### src/rtl/bram_access_arbiter_pkg.sv
// bram_access_arbiter_pkg: shared state encoding, read latency and client ids
package bram_access_arbiter_pkg;
  typedef enum logic [1:0] {ST_EMPTY, ST_LOAD, ST_READY} state_t;
  localparam int RD_LAT = 1;
  localparam logic CL_R0 = 1'b0;
  localparam logic CL_CUR = 1'b1;
endpackage

### src/rtl/bram_access_arbiter_if.sv
// bram_access_arbiter_if: R0 random-access read handshake
interface bram_access_arbiter_if #(
  parameter int ADDR_W = 10
);
  logic req;
  logic [ADDR_W-1:0] addr;
  logic ack;
  logic [7:0] rdata;
  logic oor;
  modport master(output req, addr, input ack, rdata, oor);
  modport slave(input req, addr, output ack, rdata, oor);
endinterface

### src/rtl/bram_access_arbiter_rr_arb2.sv
// rr_arb2: two-requester round-robin arbiter; the last-granted client loses a tie
module rr_arb2
  import bram_access_arbiter_pkg::*;
(
  input  logic       clk,
  input  logic       reset,
  input  logic [1:0] req,
  output logic [1:0] gnt
);
  logic last;
  assign gnt[CL_R0] = req[CL_R0] && (!req[CL_CUR] || last == CL_CUR);
  assign gnt[CL_CUR] = req[CL_CUR] && (!req[CL_R0] || last == CL_R0);
  always_ff @(posedge clk) begin
    if (reset) last <= CL_CUR;
    else if (|gnt) last <= gnt[CL_CUR];
  end
endmodule

### src/rtl/bram_access_arbiter.sv
// bram_access_arbiter: sequences the SD byte buffer through fill and shares its read port
module bram_access_arbiter
  import bram_access_arbiter_pkg::*;
#(
  parameter int ADDR_W = 10,
  parameter int DEPTH = 1024
) (
  input  logic                  clk,
  input  logic                  reset,
  input  logic                  wr_valid,
  input  logic [7:0]            wr_data,
  input  logic                  load_done,
  bram_access_arbiter_if.slave  r0,
  input  logic                  step,
  output logic [ADDR_W-1:0]     cur_addr,
  output logic [7:0]            cur_data,
  output logic                  cur_valid,
  output logic                  bram_we,
  output logic [ADDR_W-1:0]     bram_addr,
  output logic [7:0]            bram_din,
  input  logic [7:0]            bram_dout,
  output logic [ADDR_W:0]       fill_count,
  output logic                  ready,
  output logic                  overflow
);
  state_t state, state_n;
  logic step_q, step_rise, full, wr_ok, adv, entry, r0_oor_now, r0_oor_q, cur_pend;
  logic [1:0] req, gnt;
  logic [RD_LAT-1:0] r0_sh, cur_sh;
  logic [ADDR_W:0] cur_inc;
  assign ready = state == ST_READY;
  assign full = fill_count == (ADDR_W+1)'(DEPTH);
  assign wr_ok = wr_valid && !ready && !full;
  assign step_rise = step && !step_q;
  assign adv = ready && step_rise && fill_count != '0;
  assign r0_oor_now = {1'b0, r0.addr} >= fill_count;
  assign cur_inc = {1'b0, cur_addr} + 1'b1;
  // R0 stays blocked from grant until its ack has gone out
  assign req[CL_R0] = ready && r0.req && !(|r0_sh) && !r0.ack;
  assign req[CL_CUR] = ready && cur_pend;
  rr_arb2 u_arb (
    .clk(clk),
    .reset(reset),
    .req(req),
    .gnt(gnt)
  );
  always_comb begin
    state_n = (state == ST_EMPTY && wr_valid) ? ST_LOAD
            : (state != ST_READY && load_done && !wr_valid) ? ST_READY : state;
    entry = state_n == ST_READY && !ready;
    bram_we = wr_ok;
    bram_din = wr_ok ? wr_data : 8'h00;
    bram_addr = wr_ok ? fill_count[ADDR_W-1:0]
              : (gnt[CL_R0] && !r0_oor_now) ? r0.addr
              : gnt[CL_CUR] ? cur_addr : '0;
  end
  always_ff @(posedge clk) begin
    if (reset) begin
      state <= ST_EMPTY;
      fill_count <= '0;
      overflow <= 1'b0;
      step_q <= 1'b0;
      r0_sh <= '0;
      r0_oor_q <= 1'b0;
      r0.ack <= 1'b0;
      r0.rdata <= 8'h00;
      r0.oor <= 1'b0;
      cur_sh <= '0;
      cur_pend <= 1'b0;
      cur_addr <= '0;
      cur_data <= 8'h00;
      cur_valid <= 1'b0;
    end else begin
      state <= state_n;
      step_q <= step;
      if (wr_ok) fill_count <= fill_count + 1'b1;
      if (wr_valid && (ready || full)) overflow <= 1'b1;
      r0_sh <= RD_LAT'(r0_sh << 1) | RD_LAT'(gnt[CL_R0]);
      if (gnt[CL_R0]) r0_oor_q <= r0_oor_now;
      r0.ack <= r0_sh[RD_LAT-1];
      if (r0_sh[RD_LAT-1]) begin
        r0.rdata <= r0_oor_q ? 8'h00 : bram_dout;
        r0.oor <= r0_oor_q;
      end
      // a cursor move flushes any fetch still in flight for the old address
      cur_sh <= adv ? '0 : RD_LAT'(cur_sh << 1) | RD_LAT'(gnt[CL_CUR]);
      if (entry) begin
        cur_addr <= '0;
        cur_data <= 8'h00;
        cur_pend <= fill_count != '0;
        cur_valid <= fill_count == '0;
      end else if (adv) begin
        cur_addr <= cur_inc == fill_count ? '0 : cur_inc[ADDR_W-1:0];
        cur_valid <= 1'b0;
        cur_pend <= 1'b1;
      end else begin
        if (gnt[CL_CUR]) cur_pend <= 1'b0;
        if (cur_sh[RD_LAT-1]) begin
          cur_data <= bram_dout;
          cur_valid <= 1'b1;
        end
      end
    end
  end
endmodule
### src/flat_wrapper.sv
// flat-port wrapper written by rule: the top's interface ports become plain ports
module bram_access_arbiter_flat import bram_access_arbiter_pkg::*;
#(
  parameter int ADDR_W = 10,
  parameter int DEPTH = 1024
)
  (clk, reset, wr_valid, wr_data, load_done, step, cur_addr, cur_data, cur_valid, bram_we, bram_addr, bram_din, bram_dout, fill_count, ready, overflow, r0_req, r0_addr, r0_ack, r0_rdata, r0_oor);
  bram_access_arbiter_if #(.ADDR_W(ADDR_W)) r0_i ();
  input  logic clk;
  input  logic reset;
  input  logic wr_valid;
  input  logic [7:0] wr_data;
  input  logic load_done;
  input  logic step;
  output logic [ADDR_W-1:0] cur_addr;
  output logic [7:0] cur_data;
  output logic cur_valid;
  output logic bram_we;
  output logic [ADDR_W-1:0] bram_addr;
  output logic [7:0] bram_din;
  input  logic [7:0] bram_dout;
  output logic [ADDR_W:0] fill_count;
  output logic ready;
  output logic overflow;
  input wire logic [$bits(r0_i.req)-1:0] r0_req;
  input wire logic [$bits(r0_i.addr)-1:0] r0_addr;
  output wire logic [$bits(r0_i.ack)-1:0] r0_ack;
  output wire logic [$bits(r0_i.rdata)-1:0] r0_rdata;
  output wire logic [$bits(r0_i.oor)-1:0] r0_oor;
  assign r0_i.req = r0_req;
  assign r0_i.addr = r0_addr;
  assign r0_ack = r0_i.ack;
  assign r0_rdata = r0_i.rdata;
  assign r0_oor = r0_i.oor;
  bram_access_arbiter #(.ADDR_W(ADDR_W), .DEPTH(DEPTH)) u_core (.clk(clk), .reset(reset), .wr_valid(wr_valid), .wr_data(wr_data), .load_done(load_done), .r0(r0_i), .step(step), .cur_addr(cur_addr), .cur_data(cur_data), .cur_valid(cur_valid), .bram_we(bram_we), .bram_addr(bram_addr), .bram_din(bram_din), .bram_dout(bram_dout), .fill_count(fill_count), .ready(ready), .overflow(overflow));
endmodule
### config.mk
export PLATFORM = sky130hd
export DESIGN_NAME = bram_access_arbiter_flat
export DESIGN_NICKNAME = d
export VERILOG_FILES = /design/src/rtl/bram_access_arbiter_pkg.sv /design/src/rtl/bram_access_arbiter_if.sv /design/src/rtl/bram_access_arbiter_rr_arb2.sv /design/src/rtl/bram_access_arbiter.sv /design/src/flat_wrapper.sv
export SDC_FILE = /design/constraint.sdc
export NUM_CORES = 1
export LEC_CHECK = 0
export ABC_AREA = 0
export BUFFER_PORTS_ARGS = -buffer_cell sky130_fd_sc_hd__buf_2
export CAP_MARGIN = 25
export CORE_MARGIN = 10
export CORE_UTILIZATION = 46
export DETAILED_ROUTE_END_ITERATION = 6
export PLACE_DENSITY = 0.82
export SLEW_MARGIN = 20
export SYNTH_ARGS = -nofsm -noshare
export SYNTH_HDL_FRONTEND = slang
export SYNTH_SLANG_ARGS = --single-unit
### constraint.sdc
create_clock -name clk -period 2.3 [get_ports clk]
set_input_delay 0.23 -clock clk [delete_from_list [all_inputs] [get_ports clk]]
set_output_delay 0.23 -clock clk [all_outputs]
set_load 0.01 [all_outputs]
======== Word-level counts from Yosys, hierarchy flattened ========
Cells that the tools add are included.
cells by class
  add/subtract/negate cells ............... 2
  reduce and logical (&&, ||, !) cells .... 38
  muxes and demuxes ....................... 14
  equal/unequal tests ..................... 5
  bitwise operators ....................... 2
  magnitude comparators ................... 1
operator list
  operator                                        number
  2-to-1 mux 10 bit                               4
  logical AND 1 bit                               17
  2-to-1 mux 8 bit                                2
  adder 10 x 1 -> 11 bit (second input constant)  1
  adder 11 x 1 -> 11 bit (second input constant)  1
  equality test 11 bit                            1
  equality test 11 bit (second input constant)    1
  >= comparator 10 x 11 -> 1 bit                  1
  zero test 11 bit                                1
  nonzero test 11 bit                             1
  zero test 1 bit                                 9
  2-to-1 mux 1 bit                                6
  nonzero test 3 bit                              2
  OR reduction 2 bit                              3
  equality test 2 bit (second input constant)     2
  2-to-1 mux 2 bit                                2
  logical OR 1 bit                                3
  zero test 2 bit                                 1
  != test 2 bit (second input constant)           1
  inverter 1 bit                                  2
  AND reduction 2 bit                             1
word-level totals
  bits in registers ....................... 49
  input bits .............................. 32
  logic and storage cells ................. 77
  output and inout port bits .............. 61

======== Longest topological paths before layout ========
  word-level depth ........................ 10
  mapped depth ............................ 11
  mapped depth without buffers ............ 10

======== Modules after synthesis ========
Synthesis repeated with hierarchy kept, for this count alone.
second synthesis, totals
  cells, all modules ...................... 392
  area total of the unflattened synthesis .. 2990.4 um2
modules (own cells, without submodules)
  module               instances  area each (um2)  cells each  seq. area each (um2)
  bram_access_arbiter  1          2935.3           385         960.9
  rr_arb2              1          55.1             7           20.0

======== Worst setup path before layout ========
OpenSTA, ideal clock, no wires.
  path kind ............................... flip-flop to flip-flop
  from .................................... register u_core.cur_addr[1]
  to ...................................... register u_core.cur_addr[6]
  arrival time ............................ 2330 ps
  data required time ...................... 2170 ps
  period minus slack after synthesis ...... 2460 ps
  path buffers ............................ 3
  path slack .............................. -160 ps
  library setup time ...................... 130 ps
  stages on the path, launching flop included .. 12
  cell sequence ........................... dfxtp_1 > ha_1 > clkbuf_1 > nand2_1 > o211ai_1 > o2111a_1 > o211ai_1 > or4_1 > buf_2 > buf_6 > nand3_1 > a31oi_1
between the ends
  cells in the longest elaborated chain, start to end .. 3
ends and longest elaborated chain
  item                      line                       RTL
  from (decl)               bram_access_arbiter.sv:15  output logic [ADDR_W-1:0] cur_addr,
  from (signal assigned)    bram_access_arbiter.sv:93  cur_addr <= cur_inc == fill_count ? '0 : cur_inc[ADDR_W-1:0];
  adder 10 x 1 -> 11 bit *  bram_access_arbiter.sv:37  assign cur_inc = {1'b0, cur_addr} + 1'b1;
  equality test 11 bit      bram_access_arbiter.sv:93
  2-to-1 mux 10 bit *       bram_access_arbiter.sv:93
Mark *: on every way between the ends. The rest lies on a longest branch, timed or not.
A chain may end at the register's enable or synchronous reset.

======== Final worst setup path ========
  from .................................... register u_core.fill_count[0]
  to ...................................... output bram_addr[4]
between the ends
  cells in the longest elaborated chain, start to end .. 5
  elaborated cells on any way between the ends .. 8
  those cells by class .................... order compare: 1; eq/ne: 1; mux: 2; reduce/logical: 4
ends and longest elaborated chain
  item                            line                       RTL
  from (decl)                     bram_access_arbiter.sv:22  output logic [ADDR_W:0] fill_count,
  from (signal assigned)          bram_access_arbiter.sv:76  if (wr_ok) fill_count <= fill_count + 1'b1;
  >= comparator 10 x 11 -> 1 bit  bram_access_arbiter.sv:36  assign r0_oor_now = {1'b0, r0.addr} >= fill_count;
  zero test 1 bit                 bram_access_arbiter.sv:54  : (gnt[CL_R0] && !r0_oor_now) ? r0.addr
  logical AND 1 bit               bram_access_arbiter.sv:54
  2-to-1 mux 10 bit               bram_access_arbiter.sv:54
  2-to-1 mux 10 bit *             bram_access_arbiter.sv:53  bram_addr = wr_ok ? fill_count[ADDR_W-1:0]
  to (decl)                       flat_wrapper.sv:19         output logic [ADDR_W-1:0] bram_addr;
Marked as above.

==> reports/results.tsv <==
stage	metric	value	unit
sta	fin_crit_sh	1.04	
cts	clk_pin_slew_worst_paths	0.10	ns
sta	final-hold-violation-count	0	
finish	nets	541	
worst_setup_path	required	2.07	ns
sta	tightestPinTransition	0.648	ns
placement	gp_congestion	0.926	
power	swShare	0.289	
finish	layout_commonest_cell	buf_2	
finish	fin_area	0.00419	sq mm
cts	cts_made_buffers	5	
sta	rsz0062_at_grt	yes	
hold_path	min_to	u_core.step_q$_SDFF_PP0_	
power	p_leak	1.85	nW
synthesis	synthCells	382	
cts	htree_levels	2	
power	switching_power	530	uW
run_status	violations	setup timing	
finish	mostFrequentLayoutCells	buf_2, buf_4, a21oi_1, nor2_1, dfxtp_1	
die	die_h	99.4	um
hold_path	worstHoldStart	step	
route	vias	3340	
power	vdd_drop_max	0.000484	V
placement	numPortBuffers	92	
grt	grt-ovfl-total	0	
sta	clock_skew	0.00571	ns
finish	n_antenna_cell	0	
die	ios	93	
synthesis	ys_warn_count	0	
grt	grt_pass1_vias	3265	
synthesis	async_flop_share	0	
worst_setup_path	ff2ff_path_depth	9	
route	drc	0	
synthesis	synth_ff_type	dfxtp_1	
synthesis	synth_area_per_cell	7.60	sq um
worst_setup_path	start_kind	flip-flop	
synthesis	synth_cell_type_count	52	
hold_path	hold_depth	2	
route	wirelength	10.3	mm
worst_setup_path	worst_ep_arrival_time	2.16	ns
grt	antenna_found_initial	0	
cts	cts_num_sinks	49	
die	core	0.00603	sq mm
route	wire_per_inst	18.0	um
placement	dp_hpwl	7.08	mm
sta	post-route-min-period	2.39	ns
placement	placed_area	0.00363	sq mm
cts	clock_latency	0.32	ns
die	start_util	0.482	
sta	finalSetupTns	-0.731	ns
hold_path	hold_class	in2reg	
power	power_frac_comb	0.184	
sta	fmax	418	MHz
run_status	status	complete, but fails checks	
power	seqPwrFrac	0.476	
worst_setup_path	reg2reg_to	u_core.cur_addr[8]$_SDFFE_PP0P_	
sta	finalSetupViolCount	14	
finish	fin_cells	572	
sta	relSlewSlack	0.566	
placement	dp_cells	550	
die	die-area	0.00989	sq mm
worst_setup_path	r2r-start	u_core.cur_addr[0]$_SDFFE_PP0P_	
cts	cts_tree	yes	
synthesis	ys_seq_elements	49	
finish	area_growth	44.4	%
cts	cts_root_buf	clkbuf_8	
die	die_width	99.4	um
synthesis	synth_edf_count	0	
route	via_per_inst	5.84	
finish	drive_gt1_frac	0.431	
grt	grt_pass1_wl	15.7	mm
worst_setup_path	crit_fanout	5	
route	drt_iter0_drc	220	
worst_setup_path	reg2reg_slack	-0.05	ns
power	power	1.83	mW
sta	slew_viol_final	0	
synthesis	yosysSeqAreaShare	0.338	
synthesis	syn_area	0.00290	sq mm
die	rows	28	
run	drv_cap	0	
route	antenna_left	0	
synthesis	syn-num-nets	427	
route	drtPass1Iterations	5	
sta	fin_ws	-0.0947	ns
worst_setup_path	cp-end-kind	primary output	
worst_setup_path	crit_type	reg2out	
grt	grt.total_usage	0.187	
power	p_int	1.30	mW
grt	grt_max_degree	32	
cts	clock_path_buffers	2	
power	power_frac_clock	0.340	
power	p_per_area	437	mW/mm^2
[layer usage]
metal  up-vias  part of all wire  GRT usage
met3        21             0.078     0.0581
met2       139              0.52      0.329
met4         0             0.020     0.0860
met5         -                 0          0
met1      1599              0.38      0.200
li1       1581                 -          -
[power by group through the flow]
stage / logic [mW] / registers [mW] / clock network [mW]
after CTS: 0.299 / 0.871 / 0.620
after floorplan: 0.152 / 0.896 / 0
after global placement: 0.255 / 0.893 / 0
final: 0.338 / 0.872 / 0.623
after global routing: 0.366 / 0.873 / 0.650
after detailed placement: 0.264 / 0.894 / 0
[through the flow]
stage / util / setup slack (ns) / hold WS, ns
after floorplan: - / 0.000475 / 0.302
after global placement: 0.602 / 0.0527 / 0.439
after detailed placement: 0.602 / 0.0174 / 0.450
after CTS: 0.663 / -0.0675 / 0.142
after global routing: 0.696 / -0.208 / 0.154
final: 0.696 / -0.0947 / 0.145
[worst max-delay path, stage by stage, from the launching register on]
cell	delay, ns
dfxtp_4	0.38
ha_4	0.21
nand2b_4	0.13
a21o_1	0.16
a21oi_2	0.12
o211ai_1	0.09
a21oi_1	0.19
buf_4	0.19
a221oi_2	0.07
a21oi_1	0.15
buf_2	0.16
[cells by family after synthesis]
kind of cell	share of synthesized area
AND/OR/NAND/NOR	0.297
AO/OA/AOI/OAI	0.183
flip-flops	0.338
buffers and inverters	0.0698
XOR/XNOR	0.0453
adder cells (fa/ha/maj)	0.0560
multiplexers	0.0108
[repair_timing]
item,CTS,global route
gates resized for setup,41,36
hold buffers,0,0
cloned,0,1
endpoints found under the setup margin,11,22
setup buffers,10,3
pin swaps,20,17
[cells in the mapped netlist, drive strengths merged (3+ instances only)]
cell type  count  share of area
o21ai          8          0.014
buf            9          0.019
inv           16          0.021
nand2b         4         0.0086
nor4           6          0.013
dfxtp         49           0.34
nand2         38          0.049
ha            13          0.056
and3          11          0.024
nor2b         16          0.034
nand4          7          0.015
nand3         20          0.034
clkbuf        22          0.028
nor2          36          0.047
a221oi        10          0.030
o211ai         3         0.0078
xnor2         12          0.036
a31oi          5          0.011
xor2           3         0.0091
nor3          14          0.024
or3            3         0.0065
a21oi         41          0.071
a21o           3         0.0078
[cell type report]
| class | instances | area (sq um) |
|---|---|---|
| Timing Repair Buffer | 138 | 872 |
| Inverter | 17 | 68.8 |
| Fill cell | 463 | 1830 |
| Tap cell | 75 | 93.8 |
| Sequential cell | 49 | 1010 |
| Clock inverter | 2 | 17.5 |
| Multi-Input combinational cell | 285 | 2030 |
| Clock buffer | 6 | 93.8 |
[worst max path at each step]
stage                                      startpoint                               to  slack, ns  cells past startpoint
floorplan             u_core.cur_addr[5]$_SDFFE_PP0P_  u_core.cur_addr[6]$_SDFFE_PP0P_     0.0005                     11
detailed placement    u_core.cur_addr[0]$_SDFFE_PP0P_  u_core.cur_addr[8]$_SDFFE_PP0P_       0.02                      8
global placement      u_core.cur_addr[0]$_SDFFE_PP0P_  u_core.cur_addr[8]$_SDFFE_PP0P_       0.05                      9
finish              u_core.fill_count[0]$_SDFFE_PP0P_                     bram_addr[4]      -0.09                     10
CTS                 u_core.fill_count[0]$_SDFFE_PP0P_                     bram_addr[2]      -0.07                     10
global route        u_core.fill_count[0]$_SDFFE_PP0P_                     bram_addr[5]      -0.21                     10
[registers in the layout (all words and copies together) (netlist names), 2 cells and up]
name / count
u_core.fill_count: 11
u_core.r0.rdata: 8
u_core.state: 2
u_core.cur_data: 8
u_core.cur_addr: 10
Power figures use the tool's default switching activity.
